==> src/rtl/sseg_scan_ctrl.sv <==
// Scan controller for a 4-digit common-anode seven-segment display.
// Cycles ON/BLANK per digit, applies per-digit enables and leading-zero
// suppression, and swaps pending display data in only at frame boundaries.
module sseg_scan_ctrl #(
  parameter int unsigned CLK_DIV   = 100000,
  parameter int unsigned BLANK_CYC = 1000
) (
  input  logic        clk,
  input  logic        reset,
  input  logic        wr_en,
  input  logic [15:0] data_in,
  input  logic [3:0]  dig_en_in,
  input  logic        lz_in,
  output logic [3:0]  bin_out,
  output logic        seg_blank,
  output logic [3:0]  an,
  output logic        frame_done,
  output logic        upd_pending
);

  localparam int unsigned CMAX = (CLK_DIV > BLANK_CYC) ? CLK_DIV : BLANK_CYC;
  localparam int unsigned CW   = (CMAX > 1) ? $clog2(CMAX) : 1;
  localparam logic [CW-1:0] ON_LAST = CW'(CLK_DIV - 1);
  localparam logic [CW-1:0] BL_LAST = CW'(BLANK_CYC - 1);

  typedef enum logic {
    ST_ON,
    ST_BLANK
  } state_t;

  state_t        state, state_n;
  logic [1:0]    dig, dig_n;
  logic [CW-1:0] cnt, cnt_n;
  logic          boundary;

  logic [15:0]   disp_data, pend_data;
  logic [3:0]    disp_en, pend_en;
  logic          disp_lz, pend_lz;
  logic          pend_valid;

  logic [3:0]    lzb;
  logic [3:0]    shown;
  logic          lit;

  // Scan state register: phase, current digit and phase counter.
  always_ff @(posedge clk) begin
    if (reset) begin
      state <= ST_BLANK;
      dig   <= 2'd3;
      cnt   <= '0;
    end else begin
      state <= state_n;
      dig   <= dig_n;
      cnt   <= cnt_n;
    end
  end

  // Next-state logic: ON for CLK_DIV cycles, BLANK for BLANK_CYC, then next digit.
  always_comb begin
    state_n  = state;
    dig_n    = dig;
    cnt_n    = cnt + CW'(1);
    boundary = 1'b0;
    case (state)
      ST_ON: begin
        if (cnt == ON_LAST) begin
          state_n = ST_BLANK;
          cnt_n   = '0;
        end
      end
      ST_BLANK: begin
        if (cnt == BL_LAST) begin
          state_n  = ST_ON;
          dig_n    = dig + 2'd1;
          cnt_n    = '0;
          boundary = (dig == 2'd3);
        end
      end
    endcase
  end

  // Pending/display word registers; a write on the boundary cycle still
  // lets the previous pending word reach the display first.
  always_ff @(posedge clk) begin
    if (reset) begin
      disp_data  <= '0;
      disp_en    <= '0;
      disp_lz    <= 1'b0;
      pend_data  <= '0;
      pend_en    <= '0;
      pend_lz    <= 1'b0;
      pend_valid <= 1'b0;
    end else begin
      if (boundary && pend_valid) begin
        disp_data <= pend_data;
        disp_en   <= pend_en;
        disp_lz   <= pend_lz;
      end
      if (wr_en) begin
        pend_data  <= data_in;
        pend_en    <= dig_en_in;
        pend_lz    <= lz_in;
        pend_valid <= 1'b1;
      end else if (boundary) begin
        pend_valid <= 1'b0;
      end
    end
  end

  // Output decode from registered state only. bin_out needs no holding
  // register: dig and disp change only on entry to ON, so during BLANK the
  // same nibble as the preceding ON phase is selected.
  always_comb begin
    lzb[0]      = 1'b0;
    lzb[1]      = disp_lz & (disp_data[15:4]  == 12'h000);
    lzb[2]      = disp_lz & (disp_data[15:8]  == 8'h00);
    lzb[3]      = disp_lz & (disp_data[15:12] == 4'h0);
    shown       = disp_en & ~lzb;
    lit         = (state == ST_ON) & shown[dig];
    an          = lit ? ~(4'b0001 << dig) : 4'b1111;
    seg_blank   = ~lit;
    bin_out     = disp_data[{dig, 2'b00} +: 4];
    frame_done  = (state == ST_ON) && (dig == 2'd0) && (cnt == '0);
    upd_pending = pend_valid;
  end

endmodule
==> config.mk <==
export PLATFORM = sky130hd
export DESIGN_NAME = sseg_scan_ctrl
export DESIGN_NICKNAME = d
export VERILOG_FILES = /design/src/rtl/sseg_scan_ctrl.sv
export SDC_FILE = /design/constraint.sdc
export NUM_CORES = 1
export LEC_CHECK = 0
export CORE_UTILIZATION = 50
export CTS_CLUSTER_SIZE = 16
export DETAILED_ROUTE_END_ITERATION = 8
export GPL_TIMING_DRIVEN = 0
export HOLD_SLACK_MARGIN = 0.15
export PLACE_DENSITY_LB_ADDON = 0.12
export SLEW_MARGIN = 20
export SYNTH_ARGS = -nofsm -noshare
export SYNTH_HDL_FRONTEND = slang
export SYNTH_SLANG_ARGS = --single-unit
==> constraint.sdc <==
create_clock -name clk -period 5.71 [get_ports clk]
set_input_delay 0.571 -clock clk [delete_from_list [all_inputs] [get_ports clk]]
set_output_delay 0.571 -clock clk [all_outputs]
set_load 0.02 [all_outputs]
==> out/summary.txt <==
Status: completed
Clock period minus worst slack: 3060 ps
FMAX: 327 MHz
Library cells used by synthesis: 39
Row count: 28
#FFs+latches synth: 63
Post-DP HPWL: 4440 um
Dominant cell type by area after synthesis: dfxtp_1
Post-route ant nets: 0
Setup bufs post-CTS: 0
Pin count of the biggest net entering global routing: 12
Crit path kind: flop to output pin
Fill cells: 511
Worst vdd ir: 0.187 mV
Critical Path RT: 5140 ps
Initial antenna violation count: 0
Worst slew margin: 44.8%
Crit-path slowest cell: clkdlybuf4s50_1
Crit path max fanout: 5
Vias per cell: 5.31
Yosys warnings: 0
Total GRT Usage: 22.3%
I/O Buffers: 33
Die Wd: 80.0 um
First-pass GRT wire length: 10700 um
Synthesized instance count: 308
Register area share after synthesis: 41.4%
Top delay family on crit path: simple AND/OR/NAND/NOR gates
CTS resizes: 0
Die H: 80.0 um
Synth Area in Adders: 2.47%
Hold Path Class: flop to flop
Post-DR wirelength/cell: 14.2 um
DRC: 0
Dpl ws: 3020 ps
Starting DRT DRC Count: 88
Via count of the first global-routing pass: 2237
Crit path buffers/inverters: 1
Htree depth: 3
Critical path startpoint category: flop
Clock transition at the registers of the reported paths: 70 ps
Top-Level Pins: 35
Leak: 1.36 nW
Clk buf depth: 2
Worst-margin pin slew: 828 ps
Unrepaired setup endpoints after global routing: no
Layout cells sized above 1: 12.0%
Clock root buffer: clkbuf_8
Hold Buf Count CTS: 0
Post-Syn Area: 0.00304 mm2
Num CTS Buffers: 9
CTS tree: done
Area share of the largest cell type after synthesis: 41.4%
Final Skew: 4.28 ps
Main combinational cell family by area after synthesis: simple AND/OR/NAND/NOR gates
Crit end category: output pin
Worst EP arrival: 2490 ps
Total die area: 0.00640 mm2
Final-report hold violation count: 0
Mux share of post-synthesis cell area: 17.1%
Syn nets: 338
Routability Congestion: 0.820
Synth Area in XOR/XNOR: 3.74%
Via count: 2295
Mean Syn Cell Area: 9.88 um2
Setup slack after layout: 2650 ps
Compound-Gate Fraction of Synth Area: 3.21%
Max Cap Viol: 0
NumNets Final: 382
Antenna fix cells: 0
Synth top area cells: dfxtp_1, mux2i_1, nand2b_1, nor2_1, nor3_2
Critical path, cell by cell: nor4_1, a311oi_1, a311o_1, nand3_1, clkdlybuf4s50_1
Area delta synth->final: 21.5%
CP max stage delay: 600 ps
DRT Wirelength: 6130 um
Final setup vio count: 0
Core area: 0.00589 mm2
Max-slew violation count: 0
Post-Route Setup TNS: 0 ps
Final period utilization: 53.6%
Hold Worst Slack: 475 ps
Drt first pass iters: 4
PwrDens: 261 mW/mm2
Sink Count: 63
GRT Residual Overflow: 0
Worst-Skew Late Latency: 340 ps
Synth Area in Simple Gates: 27.3%
Starting density of the core: 51.7%
==> sequential cells by signal, summed over array words and instances (netlist names) <==
register     flops
cnt             17
disp_data       16
pend_data       16
disp_en          4
pend_en          4
dig              2
disp_lz          1
pend_lz          1
state            1
upd_pending      1
==> cells in the final DEF (no fill, tap or decap), types with 3 or more instances in the layout <==
cell / instances
clkbuf_1: 11
o31ai_1: 4
clkdlybuf4s50_1: 33
buf_6: 3
mux2i_1: 43
nor3_2: 10
nor4_1: 5
or4_1: 3
nor3_1: 8
inv_1: 8
ha_1: 6
nand2b_1: 42
clkbuf_8: 11
xor2_1: 7
mux4_2: 4
xnor2_1: 6
nand2_1: 9
nor2_1: 30
dfxtp_1: 63
nand3_1: 12
nand4_1: 7
==> path summary, 6_finish.rpt <==
| kind | from | end | slack [ps] | depth (start not counted) |
|---|---|---|---|---|
| setup / recovery | disp_data[15] | an[1] | 2650 | 5 |
| hold / removal | pend_data[11] | disp_data[11] | 480 | 2 |
| setup reg to reg | cnt[0] | cnt[11] | 3540 | 7 |
| hold reg to reg | pend_data[11] | disp_data[11] | 480 | 2 |
==> cell type report <==
| cell class | count | area [um2] | share of cell area, % |
|---|---|---|---|
| tap | 75 | 93.8 | 2.54 |
| sequential | 63 | 1260 | 34.1 |
| buffer | 20 | 115 | 3.11 |
| multi-input combinational | 217 | 1640 | 44.3 |
| clock buffer | 11 | 151 | 4.09 |
| timing repair buffer | 33 | 330 | 8.93 |
| clock inverter | 5 | 80.1 | 2.16 |
| inverter | 8 | 30.0 | 0.812 |
==> cells in the mapped netlist <==
cell        n
dfxtp_1    63
mux2i_1    43
nand2b_1   42
nor2_1     30
nand3_1    12
clkbuf_1   11
nor3_2     10
nand2_1     9
inv_1       8
nor3_1      8
nand4_1     7
xor2_1      7
ha_1        6
xnor2_1     6
nor4_1      5
mux4_2      4
o31ai_1     4
buf_6       3
or4_1       3
a211oi_1    2
a21oi_1     2
and3_1      2
and4_1      2
buf_1       2
buf_2       2
nor3_4      2
a311o_1     1
a311oi_1    1
a41o_1      1
and3_2      1
buf_4       1
buf_8       1
nand3_4     1
nor3b_1     1
nor4b_1     1
o21ai_0     1
o2bb2ai_1   1
or4_2       1
or4_4       1
==> where the power goes <==
group / total [mW] / switching [mW] / internal [mW] / leakage (nW)
Sequential: 0.457 / 0.00660 / 0.450 / 0.513
Clock: 0.446 / 0.178 / 0.269 / 0.112
Combinational: 0.0617 / 0.0274 / 0.0343 / 0.738
==> metal layers <==
metal,up-vias,share of wire [%],track usage (%)
met3,11,3.4,7.54
li1,1156,-,-
met4,0,1.8,7.50
met2,35,48,36.5
met5,-,0,0
met1,1093,47,27.4
==> stage by stage <==
stage / instance area (um2) / std cells / utilization, % / power, mW
detailed placement: 3470 / 416 / 58.9 / 0.529
finish: 3700 / 432 / 62.9 / 0.965
CTS: 3700 / 432 / 62.9 / 0.971
floorplan: 3040 / 308 / - / 0.502
global placement: 3470 / 416 / 58.9 / 0.528
global route: 3700 / 432 / 62.9 / 0.999
==> logic make-up (layout without fill, tap and decap cells) <==
group / after synthesis / after routing
AND/OR/NAND/NOR: 138 / 138
flip-flops: 63 / 63
multiplexers: 47 / 47
buffers and inverters: 28 / 77
AO/OA/AOI/OAI: 13 / 13
XOR/XNOR: 13 / 13
adder cells (fa/ha/maj): 6 / 6
==> worst register-to-register path, cell delays in order (launching register included) <==
cell and delay [ps]:
dfxtp_1 410, ha_1 280, nand2_1 80, or4_4 420, buf_6 150, nor3_4 430
buf_8 230, nor3_2 60
Power figures use the tool's default switching activity.
